==> src/rtl/frac_clk_gen_pkg.sv <==
// Shared types and default constants for the fractional clock-enable generator.
// Optional phase-align input is enabled by defining FRAC_CLK_GEN_SYNC_EN.
package frac_clk_gen_pkg;

  typedef enum logic [1:0] {
    IDLE   = 2'd0,
    SETTLE = 2'd1,
    RUN    = 2'd2
  } state_e;

  localparam int              DEF_CHANNELS      = 2;
  localparam int              DEF_ACC_WIDTH     = 32;
  localparam longint unsigned DEF_DEFAULT_INC   = 64'd204011;
  localparam int              DEF_SETTLE_CYCLES = 1024;
  localparam int              SETTLE_CNT_W      = 16;

  // Channel-select width, never narrower than one bit.
  function automatic int sel_width(input int n);
    return (n > 1) ? $clog2(n) : 1;
  endfunction

endpackage

==> src/rtl/frac_clk_gen_chan.sv <==
// One phase-accumulator channel: active/pending increment, registered carry and MSB.
// With FRAC_CLK_GEN_SYNC_EN defined, a sync strobe zeroes the accumulator in RUN.
module frac_clk_gen_chan
  import frac_clk_gen_pkg::*;
#(
  parameter int                   ACC_WIDTH = DEF_ACC_WIDTH,
  parameter logic [ACC_WIDTH-1:0] RESET_INC = ACC_WIDTH'(DEF_DEFAULT_INC)
) (
  input  logic                 clk,
  input  logic                 reset,
  input  logic                 run,
`ifdef FRAC_CLK_GEN_SYNC_EN
  input  logic                 sync,
`endif
  input  logic                 load,
  input  logic [ACC_WIDTH-1:0] load_data,
  output logic                 ce,
  output logic                 clk_sq
);

  logic [ACC_WIDTH-1:0] acc_q, acc_d;
  logic [ACC_WIDTH-1:0] active_inc_q, active_inc_d;
  logic [ACC_WIDTH-1:0] pending_inc_q, pending_inc_d;
  logic                 pending_valid_q, pending_valid_d;
  logic                 ce_q, ce_d;
  logic                 sq_q, sq_d;
  logic [ACC_WIDTH:0]   sum;
  logic                 apply;

  // Outside RUN the increment is applied every cycle, so any load is in effect
  // by the first accumulation; in RUN it only changes on a carry edge.
  always_comb begin
    sum             = {1'b0, acc_q} + {1'b0, active_inc_q};
    acc_d           = '0;
    ce_d            = 1'b0;
    sq_d            = 1'b0;
    apply           = 1'b1;
    active_inc_d    = active_inc_q;
    pending_inc_d   = pending_inc_q;
    pending_valid_d = pending_valid_q;

    if (run) begin
`ifdef FRAC_CLK_GEN_SYNC_EN
      if (sync) begin
        acc_d = '0;
        ce_d  = 1'b0;
        sq_d  = 1'b0;
        apply = 1'b1;
      end else
`endif
      begin
        acc_d = sum[ACC_WIDTH-1:0];
        ce_d  = sum[ACC_WIDTH];
        sq_d  = sum[ACC_WIDTH-1];
        apply = sum[ACC_WIDTH];
      end
    end

    if (load && apply) begin
      active_inc_d    = load_data;
      pending_valid_d = 1'b0;
    end else if (apply && pending_valid_q) begin
      active_inc_d    = pending_inc_q;
      pending_valid_d = 1'b0;
    end else if (load) begin
      pending_inc_d   = load_data;
      pending_valid_d = 1'b1;
    end
  end

  always_ff @(posedge clk or posedge reset) begin
    if (reset) begin
      acc_q           <= '0;
      active_inc_q    <= RESET_INC;
      pending_inc_q   <= '0;
      pending_valid_q <= 1'b0;
      ce_q            <= 1'b0;
      sq_q            <= 1'b0;
    end else begin
      acc_q           <= acc_d;
      active_inc_q    <= active_inc_d;
      pending_inc_q   <= pending_inc_d;
      pending_valid_q <= pending_valid_d;
      ce_q            <= ce_d;
      sq_q            <= sq_d;
    end
  end

  assign ce     = ce_q;
  assign clk_sq = sq_q;

endmodule

==> src/rtl/frac_clk_gen.sv <==
// Multi-channel fractional clock-enable generator with IDLE/SETTLE/RUN lock FSM.
// Define FRAC_CLK_GEN_SYNC_EN to add the sync_in phase-align strobe.
module frac_clk_gen
  import frac_clk_gen_pkg::*;
#(
  parameter int              CHANNELS      = DEF_CHANNELS,
  parameter int              ACC_WIDTH     = DEF_ACC_WIDTH,
  parameter longint unsigned DEFAULT_INC   = DEF_DEFAULT_INC,
  parameter int              SETTLE_CYCLES = DEF_SETTLE_CYCLES,
  localparam int             SEL_W         = sel_width(CHANNELS)
) (
  input  logic                 clk,
  input  logic                 reset,
  input  logic                 inc_load,
  input  logic [SEL_W-1:0]     inc_sel,
  input  logic [ACC_WIDTH-1:0] inc_data,
`ifdef FRAC_CLK_GEN_SYNC_EN
  input  logic                 sync_in,
`endif
  output logic [CHANNELS-1:0]  ce,
  output logic [CHANNELS-1:0]  clk_sq,
  output logic                 locked
);

  localparam logic [SETTLE_CNT_W-1:0] SETTLE_LAST = SETTLE_CNT_W'(SETTLE_CYCLES - 1);
  localparam logic [ACC_WIDTH-1:0]    RESET_INC   = ACC_WIDTH'(DEFAULT_INC);

  state_e                  state_q, state_d;
  logic [SETTLE_CNT_W-1:0] settle_cnt_q, settle_cnt_d;
  logic                    run;

  always_comb begin
    state_d      = state_q;
    settle_cnt_d = settle_cnt_q;
    case (state_q)
      IDLE: begin
        state_d      = SETTLE;
        settle_cnt_d = '0;
      end
      SETTLE: begin
        if (settle_cnt_q == SETTLE_LAST) begin
          state_d = RUN;
        end else begin
          settle_cnt_d = settle_cnt_q + 1'b1;
        end
      end
      RUN:     state_d = RUN;
      default: state_d = IDLE;
    endcase
  end

  always_ff @(posedge clk or posedge reset) begin
    if (reset) begin
      state_q      <= IDLE;
      settle_cnt_q <= '0;
    end else begin
      state_q      <= state_d;
      settle_cnt_q <= settle_cnt_d;
    end
  end

  assign run    = (state_q == RUN);
  assign locked = run;

  // Out-of-range selects match no channel, so such loads are dropped.
  for (genvar i = 0; i < CHANNELS; i++) begin : g_chan
    logic load_hit;
    assign load_hit = inc_load && (inc_sel == SEL_W'(i));

    frac_clk_gen_chan #(
      .ACC_WIDTH (ACC_WIDTH),
      .RESET_INC (RESET_INC)
    ) u_chan (
      .clk       (clk),
      .reset     (reset),
      .run       (run),
`ifdef FRAC_CLK_GEN_SYNC_EN
      .sync      (sync_in),
`endif
      .load      (load_hit),
      .load_data (inc_data),
      .ce        (ce[i]),
      .clk_sq    (clk_sq[i])
    );
  end

endmodule

==> config.mk <==
export PLATFORM = sky130hd
export DESIGN_NAME = frac_clk_gen
export DESIGN_NICKNAME = d
export VERILOG_FILES = /design/src/rtl/frac_clk_gen_pkg.sv /design/src/rtl/frac_clk_gen_chan.sv /design/src/rtl/frac_clk_gen.sv
export SDC_FILE = /design/constraint.sdc
export NUM_CORES = 1
export LEC_CHECK = 0
export CAP_MARGIN = 0
export CORE_UTILIZATION = 62
export CTS_CLUSTER_DIAMETER = 40
export DETAILED_ROUTE_END_ITERATION = 12
export GPL_TIMING_DRIVEN = 0
export PLACE_DENSITY = 0.8
export SYNTH_ARGS = -nofsm -noshare
export SYNTH_HDL_FRONTEND = slang
export SYNTH_HIERARCHICAL = 1
export SYNTH_SLANG_ARGS = --single-unit
==> constraint.sdc <==
create_clock -name clk -period 6.4 [get_ports clk]
set_input_delay 1.28 -clock clk [delete_from_list [all_inputs] [get_ports clk]]
set_output_delay 1.28 -clock clk [all_outputs]
set_load 0.005 [all_outputs]
Word-level counts from Yosys, hierarchy flattened --
Cells that the tools add are included. Widths: inputs -> output; s select.
Storage, ports and cells: flip-flop bits (word level) 216, input port bits 36, output and inout bits 5
Operators by class: mux-type cells 22, $add $sub $neg 3, bitwise gates (word level) 5, reductions and logical operators 15, equal/unequal tests 5
Operators by type and width (count):
- $mux 32 | 6
- $add 32x32->33 | 2
- $pmux 16 s2 | 1
- $add 16x1->16 const B | 1
- $eq 16x10->1 const B | 1
- $mux 16 | 1
- $mux 1 | 12
- $logic_and 1x1->1 | 6
- $pmux 2 s3 | 1
- $reduce_and 3->1 | 2
- $reduce_bool 2->1 | 3
- $reduce_bool 3->1 | 2
- $not 1->1 | 5
- $ne 2x2->1 const B | 2
- $eq 2x1->1 const B | 1
- $eq 2x2->1 const B | 1
- $logic_not 2->1 | 1
- $mux 2 | 1
- $reduce_and 2->1 | 1

Depth between registers and ports, before layout --
Gate-level depths: netlist of the first run.
depth in word-level cells 5, gate-level depth with buffers 14, depth with buffers taken out 12

Modules after synthesis --
Netlist of the first run, hierarchy kept.
By module, submodules not included:
- frac_clk_gen_chan at g_chan[0].u_chan | area each 5748.0 µm², cells each 531, instances 1
- frac_clk_gen_chan at g_chan[1].u_chan | area each 5521.5 µm², cells each 490, instances 1
- frac_clk_gen | area each 1059.8 µm², cells each 104, instances 1

Worst setup path after synthesis of the first run --
Ideal clock, no wire load.
kind register to register, from register g_chan[1].u_chan.active_inc_q[0], to register g_chan[1].u_chan.pending_inc_q[0], clock period less this slack 3.162 ns, buffers on the path 2, required time 6.275 ns, cell stages (with the launch flop) 15, arrival time 3.037 ns, setup time 0.125 ns, path slack 3.238 ns, cells stage by stage dfstp_2 > ha_1 > inv_1 > fa_1 > and2b_1 > o2111ai_2 > a21oi_2 > o211ai_2 > a21oi_2 > a221oi_4 > o311a_1 > buf_6 > nand2_4 > buf_6 > mux2_4
Between the ends: cells in the longest elaborated chain, start to end 5, elaborated cells on any way between the ends 7, those cells by class 1 x add/sub; 1 x mux; 2 x bitwise; 3 x reduce/logical
Ends and longest elaborated chain:
- start, declared | line frac_clk_gen_chan.sv:22 | logic [ACC_WIDTH-1:0] active_inc_q, active_inc_d;
- start signal, assigned | line frac_clk_gen_chan.sv:81 | active_inc_q <= active_inc_d;
- $add 32x32->33 * | line frac_clk_gen_chan.sv:33 | sum = {1'b0, acc_q} + {1'b0, active_inc_q};
- $mux 1 * | line frac_clk_gen_chan.sv:42 | if (run) begin
- $logic_and 1x1->1, on equally long branches | line frac_clk_gen_chan.sv:59, frac_clk_gen_chan.sv:62
- $not 1->1 (no source line)
- $reduce_and 3->1 (no source line) *
- end signal, assigned | line frac_clk_gen_chan.sv:82 | pending_inc_q <= pending_inc_d;
- end, declared | line frac_clk_gen_chan.sv:23 | logic [ACC_WIDTH-1:0] pending_inc_q, pending_inc_d;
Mark *: on every way between the ends. The rest lies on a longest branch, timed or not. A chain may end at the register's enable or synchronous reset.

Final worst setup path of the first run --
from register g_chan[1].u_chan.active_inc_q[0], to register g_chan[1].u_chan.pending_inc_q[4]
Same word-level chain as after synthesis.

==> impl_metrics.py, run 1 <==
metrics = {
    "outcome": {
        "outcome": "finished, final reports clean",
    },
    "drt": {
        "drc": 0,
        "wl_per_cell_um": 19.0,
        "drtIter0Drc": 574,
        "viasPerCell": 6.18,
        "vias": 9233,
        "firstDrtPassIters": 5,
        "ant_nets": 0,
        "routed_wl_mm": 28.4,
    },
    "power": {
        "p_total_mw": 3.66,
        "p_sw_mw": 0.907,
        "seqPwrFrac": 0.401,
        "powerDensity_nw_per_um2": 256,
        "pwr-share-clk": 0.506,
        "p_leak_nw": 6.86,
        "peakVddDrop_mv": 0.178,
        "p_int_mw": 2.75,
        "switching_share": 0.248,
        "pwr-share-comb": 0.093,
    },
    "synth": {
        "synth_seq_area_share": 0.437,
        "ys_top_cells_by_area": "dfrtp_1 39%, mux2_4 7.3%, ha_1 6.9%",
        "syn_inst": 1125,
        "yosysTopAreaCell": "dfrtp_1",
        "synth_edf_count": 0,
        "synth.distinct_cells": 85,
        "synth_area_um2": 12300,
        "ys.warnings.count": 6,
        "yosys_register_bits": 214,
        "syn_area_per_cell_um2": 11.0,
        "async_flop_share": 1.00,
        "synth_fp_nets": 1231,
        "synth_flop_cell": "dfrtp_1",
        "yosys.area.top_type_share": 0.390,
    },
    "finish": {
        "syn2layout_area_growth_pct": 15.8,
        "drive_above_1_share": 0.171,
        "seq_area_um2": 5380,
        "multiInputGateArea_um2": 6480,
        "nets": 1309,
        "fillers": 1346,
    },
    "global_routing": {
        "grt.met3_usage": 0.0406,
        "top_usage_layer": "met2",
        "grt_util_met2": 0.498,
        "grt_antenna_before_repair": 1,
        "grt_pass1_wl_mm": 47.2,
        "overflow": 0,
        "grt_max_degree": 73,
        "grt_pass1_vias": 9434,
        "grt_util_met1": 0.385,
        "grt_usage": 0.294,
    },
    "critical_path": {
        "crit_buf_inv": 3,
        "cp_top_family": "compound AO/OA/AOI/OAI gates",
        "start_kind": "register",
        "worstPathArrival_ns": 3.99,
        "worstPathMaxFanout": 10,
        "worst-setup-path-type": "register to register",
        "required_ns": 6.78,
        "critPathMaxStageDelay_ns": 0.54,
        "cp_cell_sequence": "ha_1, inv_1, fa_1, and2b_1, o2111ai_2, a21oi_2, o211ai_2, a21oi_2, a221oi_4, o311a_1, buf_6, nand2_4, buf_6, mux2_4",
        "critPathSlowestCell": "dfstp_2",
        "cp-end-kind": "register",
    },
    "placement": {
        "port_buffers": 40,
        "routabilityCongestion": 0.904,
        "dp_hpwl_mm": 19.7,
    },
    "timing": {
        "slew_violations": 0,
        "setup_violations": 0,
        "fin_tns_setup_ns": 0,
        "slew_headroom": 0.280,
        "clock.fmax_mhz": 277,
        "timing_worst_slew_pin_value_ns": 1.07,
        "hold_viol": 0,
        "rsz0062_at_grt": "false",
        "fin_skew_ns": 0.0179,
        "fin_crit_sh": 0.564,
        "min_period_ns": 3.61,
    },
    "clocking": {
        "tritoncts": "yes",
        "cts_htree_levels": 2,
        "cts.repair.resized": 0,
        "clk_latency_ns": 0.50,
        "clock_path_buffers": 3,
        "clk_transition_reported_paths_ns": 0.05,
        "cts_setup_buffers": 0,
        "cts_root_buf": "clkbuf_16",
        "holdBufCountCts": 0,
        "cts_buffers": 34,
        "clkSinkCount": 214,
    },
    "die": {
        "fp.dieH_um": 143,
        "dieArea_um2": 20500,
        "io_pins": 41,
        "rows": 51,
        "start_util": 0.633,
        "die_w_um": 143,
        "core-area_um2": 19500,
    },
    "flow_run": {
        "max-cap-violations": 0,
    },
    "hold_path": {
        "hp-class": "register to register",
    },
}
[area by class of cell]
type	instances	area share
flip-flops and latches	214	0.377
inverters	23	0.00640
multi-input cells	828	0.454
well taps	265	0.0232
plain buffers	60	0.0268
repair buffers	42	0.0319
clock inverters	17	0.0145
diodes	1	0.000175
clock buffers	43	0.0663
[path summary, 6_finish.rpt]
path / from / end / slack [ns] / cells after the start
worst min-delay path: g_chan[1].u_chan/active_inc_q[7] / g_chan[1].u_chan/active_inc_q[7] / 0.49 / 1
min in group asynchronous: reset / g_chan[0].u_chan/pending_inc_q[24] / 1.25 / 2
worst min register to register: g_chan[1].u_chan/active_inc_q[7] / g_chan[1].u_chan/active_inc_q[7] / 0.49 / 1
max in group asynchronous: reset / g_chan[1].u_chan/active_inc_q[7] / 4.32 / 3
worst max-delay path: g_chan[1].u_chan/active_inc_q[0] / g_chan[1].u_chan/pending_inc_q[4] / 2.79 / 14
worst max register to register: g_chan[1].u_chan/active_inc_q[0] / g_chan[1].u_chan/pending_inc_q[4] / 2.79 / 14
[synth_stat cells (23+ instances only)]
library cell  number
inv_1             23
a21oi_1           60
nand3_1           26
dfrtp_1          192
a22oi_1           63
o2bb2ai_1         60
nor2_1            63
a21o_1            37
and2_1            31
ha_1              68
o21ai_0           36
clkbuf_1          32
mux2_4            60
nand2_1           63
[placed cells by master (no fill, tap or decap), types with 21 or more instances in the layout]
cell             instances
a21o_1                  37
a21oi_1                 60
a22oi_1                 63
and2_1                  31
clkbuf_1                36
clkbuf_16               35
clkdlybuf4s50_1         40
dfrtp_1                192
dfstp_2                 22
ha_1                    68
inv_1                   21
mux2_4                  60
nand2_1                 63
nand3_1                 26
nor2_1                  63
nor3_1                  22
o21ai_0                 36
o2bb2ai_1               60
[power by group through the flow]
| stage | combinational (mW) | sequential [mW] | clock (mW) |
|---|---|---|---|
| 2_1_floorplan | 0.246 | 1.46 | 0 |
| 3_3_place_gp | 0.322 | 1.48 | 0 |
| 3_5_place_dp | 0.336 | 1.48 | 0 |
| 4_1_cts | 0.340 | 1.46 | 1.88 |
| 5_1_grt | 0.381 | 1.47 | 1.94 |
| 6_report | 0.340 | 1.47 | 1.85 |
[worst register-to-register path: cells and delay by family, from the launching register on]
family / cells / cell delay [ns]
compound gates: 6 / 1.27
fa+ha+maj: 2 / 0.57
buf+inv: 3 / 0.42
flops: 1 / 0.54
mux: 1 / 0.33
simple gates: 2 / 0.39
[routing by layer]
layer,vias up,part of all wire
met4,0,0.029
met2,219,0.48
met5,-,0
li1,4363,-
met3,61,0.043
met1,4590,0.44
[state kept, by name (all words and copies together), names as in the netlist]
signal,count
g_chan.u_chan/acc_q,64
g_chan.u_chan/active_inc_q,64
g_chan.u_chan/pending_inc_q,64
settle_cnt_q,16
g_chan.u_chan/ce,2
g_chan.u_chan/pending_valid_q,2
state_q,2
[metrics by stage]
| step | util | area, um^2 | setup WS (ns) | hold WS [ns] | instances |
|---|---|---|---|---|---|
| 3_3_place_gp | 0.671 | 13100 | 0.984 | 0.475 | 1430 |
| 3_5_place_dp | 0.674 | 13100 | 2.80 | 0.480 | 1432 |
| 2_1_floorplan | - | 12300 | 2.58 | 0.460 | 1125 |
| 5_1_grt | 0.734 | 14300 | 2.61 | 0.507 | 1493 |
| 6_report | 0.734 | 14300 | 2.79 | 0.492 | 1493 |
| 4_1_cts | 0.733 | 14300 | 2.77 | 0.489 | 1492 |
[cells by family after synthesis]
family                     after synthesis  synth area share
AOI/OAI and AO/OA                      349             0.209
and+or+nand+nor                        293             0.129
DFF                                    214             0.437
buffers and inverters                   83            0.0381
muxes                                   79            0.0891
adders and majority gates               70            0.0723
xor gates and xnor gates                37            0.0263
No activity file was read; power rests on OpenSTA's default activity.
==> run 2, diff against run 1 <==
--- a/config.mk
+++ b/config.mk
@@ -6,11 +6,11 @@
 export NUM_CORES = 1
 export LEC_CHECK = 0
 export CAP_MARGIN = 0
-export CORE_UTILIZATION = 62
+export CORE_UTILIZATION = 56
 export CTS_CLUSTER_DIAMETER = 40
 export DETAILED_ROUTE_END_ITERATION = 12
 export GPL_TIMING_DRIVEN = 0
-export PLACE_DENSITY = 0.8
+export PLACE_DENSITY = 0.77
 export SYNTH_ARGS = -nofsm -noshare
 export SYNTH_HDL_FRONTEND = slang
 export SYNTH_HIERARCHICAL = 1
==> constraint.sdc (replaced) <==
create_clock -name clk -period 2.95 [get_ports clk]
set_input_delay 0.59 -clock clk [delete_from_list [all_inputs] [get_ports clk]]
set_output_delay 0.59 -clock clk [all_outputs]
set_load 0.005 [all_outputs]
==> run 2 against run 1 <==
  * The flow now finishes with violations (negative setup slack)
  * Combinational power rose to 2.6 times the previous value
  * Utilization rose by 0.74 points
  * Fmax rose by 9.4%
  * Sequential power increased by 120%
  * Total power is 130% higher
  * Critical path depth unchanged
  * Cell count is 4.4% higher
  * Count of clock-buffer cells in the layout is 5 lower
  * Via count is 2.8% higher
  * Clock power grew 130%
  * Clock skew increased by 0.0083 ns
==> impl_metrics.py, run 2 (synthesis results as in run 1) <==
metrics = {
    "outcome": {
        "outcome": "complete, but fails checks",
        "failed_checks": "negative setup slack",
    },
    "power": {
        "p_sw_mw": 2.18,
        "seqPwrFrac": 0.383,
        "p_leak_nw": 7.43,
        "peakVddDrop_mv": 0.495,
        "pwr-share-clk": 0.511,
        "pwr-share-comb": 0.107,
        "switching_share": 0.260,
        "powerDensity_nw_per_um2": 531,
        "p_int_mw": 6.20,
    },
    "timing": {
        "setup_violations": 129,
        "hold_viol": 0,
        "setup_ws_ns": -0.351,
        "fin_skew_ns": 0.0262,
        "slew_headroom": 0.439,
        "min_period_ns": 3.30,
        "timing_worst_slew_pin_value_ns": 0.840,
        "clock.fmax_mhz": 303,
        "fin_crit_sh": 1.12,
        "slew_violations": 0,
        "rsz0062_at_grt": "true",
    },
    "finish": {
        "final_common_cell": "dfrtp_1",
        "drive_above_1_share": 0.278,
        "syn2layout_area_growth_pct": 27.9,
        "num_antenna_cells": 0,
        "layout.cells.non_filler": 1558,
        "final_cell_area_um2": 15800,
        "nets": 1362,
        "layout_common_cells": "192 x dfrtp_1, 64 x mux2_4, 63 x nand2_1, 63 x ha_1, 62 x nor2_1",
        "reg_top3": "g_chan.u_chan/acc_q x64, g_chan.u_chan/active_inc_q x64, g_chan.u_chan/pending_inc_q x64",
    },
    "critical_path": {
        "r2r_start": "g_chan[1].u_chan/active_inc_q[0]",
        "cp-end-kind": "register",
        "worstPathArrival_ns": 3.70,
        "rr_endpoint": "g_chan[1].u_chan/pending_inc_q[28]",
        "worstPathMaxFanout": 8,
        "worst-setup-path-type": "register to register",
        "r2r_slack_ns": -0.35,
        "reg2reg_depth": 14,
        "start_kind": "register",
        "required_ns": 3.35,
    },
    "drt": {
        "vias": 9487,
        "firstDrtPassIters": 5,
        "drc": 0,
        "ant_nets": 0,
        "wl_per_cell_um": 20.4,
        "drtIter0Drc": 444,
        "routed_wl_mm": 31.8,
        "viasPerCell": 6.09,
    },
    "global_routing": {
        "grt_max_degree": 42,
        "overflow": 0,
        "grt_pass1_vias": 9750,
        "grt_antenna_before_repair": 0,
        "grt_usage": 0.286,
        "grt_pass1_wl_mm": 50.2,
    },
    "flow_run": {
        "max-cap-violations": 0,
    },
    "placement": {
        "routabilityCongestion": 0.932,
        "port_buffers": 40,
        "dpl-instance-area_um2": 13400,
        "dp_hpwl_mm": 20.0,
        "place_ws_ns": -0.492,
        "dp_cells": 1444,
    },
    "clocking": {
        "tritoncts": "yes",
        "clk_latency_ns": 0.52,
        "cts_htree_levels": 2,
        "cts_root_buf": "clkbuf_16",
        "clkSinkCount": 214,
        "clock_path_buffers": 3,
        "cts_buffers": 35,
        "clk_transition_reported_paths_ns": 0.06,
    },
    "hold_path": {
        "min_to": "g_chan[1].u_chan/active_inc_q[3]",
        "hp-class": "register to register",
        "hp-start": "g_chan[1].u_chan/active_inc_q[3]",
        "min_path_cells": 1,
    },
    "die": {
        "rows": 53,
        "dieArea_um2": 22600,
        "die_w_um": 150,
        "io_pins": 41,
        "core-area_um2": 21300,
        "fp.dieH_um": 150,
        "start_util": 0.579,
    },
}
==> run 2: cell types whose count changed in the layout (fill, tap and decap cells not counted), sizes merged <==
| cell | before | now |
|---|---|---|
| buf | 29 | 78 |
| clkinvlp | 2 | 6 |
| inv | 30 | 33 |
| bufinv | 3 | 5 |
| clkbuf | 76 | 74 |
| diode | 1 | 0 |
==> run 2: what timing repair did <==
action                                  4_1_cts  5_1_grt
hold buffers                                  0        0
cloned                                        6        4
endpoints found under the hold margin         0        0
resized for setup                            86       53
pin swaps                                    22       31
endpoints found under the setup margin      138      143
setup buffers                                34       17
==> run 2: layer usage <==
layer  vias up  wire length, um  track usage
met5         -                0            0
met4         0             1270        0.125
met3        96             1180       0.0400
met2       219            15700        0.487
met1      4699            13700        0.361
li1       4473                -            -
==> run 2: layout make-up <==
cell class / instances / area (um^2)
clock buffers: 38 / 897
inverters: 23 / 93.8
plain buffers: 55 / 428
flip-flops and latches: 214 / 5380
repair buffers: 99 / 1080
fillers: 1339 / 5510
well taps: 275 / 344
clock inverters: 26 / 332
multi-input cells: 828 / 7220
==> run 2: how the worst max path moves through the flow <==
stage          slack [ns]  cells past startpoint                              from                                 end
2_1_floorplan       -0.13                     14  g_chan[1].u_chan/active_inc_q[0]   g_chan[1].u_chan/pending_inc_q[0]
3_3_place_gp        -0.46                     14  g_chan[1].u_chan/active_inc_q[0]   g_chan[1].u_chan/pending_inc_q[5]
3_5_place_dp        -0.49                     14  g_chan[1].u_chan/active_inc_q[0]   g_chan[1].u_chan/pending_inc_q[6]
4_1_cts             -0.42                     14  g_chan[1].u_chan/active_inc_q[0]    g_chan[1].u_chan/active_inc_q[4]
5_1_grt             -0.44                     14  g_chan[1].u_chan/active_inc_q[0]  g_chan[1].u_chan/pending_inc_q[15]
6_report            -0.35                     14  g_chan[1].u_chan/active_inc_q[0]  g_chan[1].u_chan/pending_inc_q[28]
==> run 2: per-stage QoR <==
step	utilization	power (mW)	TNS, ns	hold slack, ns
final	0.741	8.38	-30.29	0.484
after global routing	0.741	8.66	-41.14	0.495
after CTS	0.724	8.37	-31.98	0.485
after detailed placement	0.628	3.99	-44.14	0.478
after global placement	0.624	3.96	-37.60	0.475
after floorplan	-	3.75	-7.03	0.460
==> run 2: power groups by stage <==
stage	Combinational (mW)	Clock, mW	Sequential (mW)
after floorplan	0.565	0	3.18
after global placement	0.734	0	3.23
after detailed placement	0.763	0	3.23
after CTS	0.843	4.34	3.19
after global routing	0.973	4.47	3.22
final	0.894	4.28	3.21
==> run 2: worst max-delay path, cell delays in order, from the launching register on <==
cell and delay [ns]:
dfstp_2 0.55, ha_4 0.14, inv_2 0.04, fa_2 0.32, and2b_2 0.26, o2111ai_4 0.13
a21oi_4 0.19, o211ai_2 0.11, a21oi_2 0.25, a221oi_4 0.10, o311a_1 0.34, buf_6 0.16
nand2_8 0.12, clkbuf_16 0.17, mux2_4 0.30
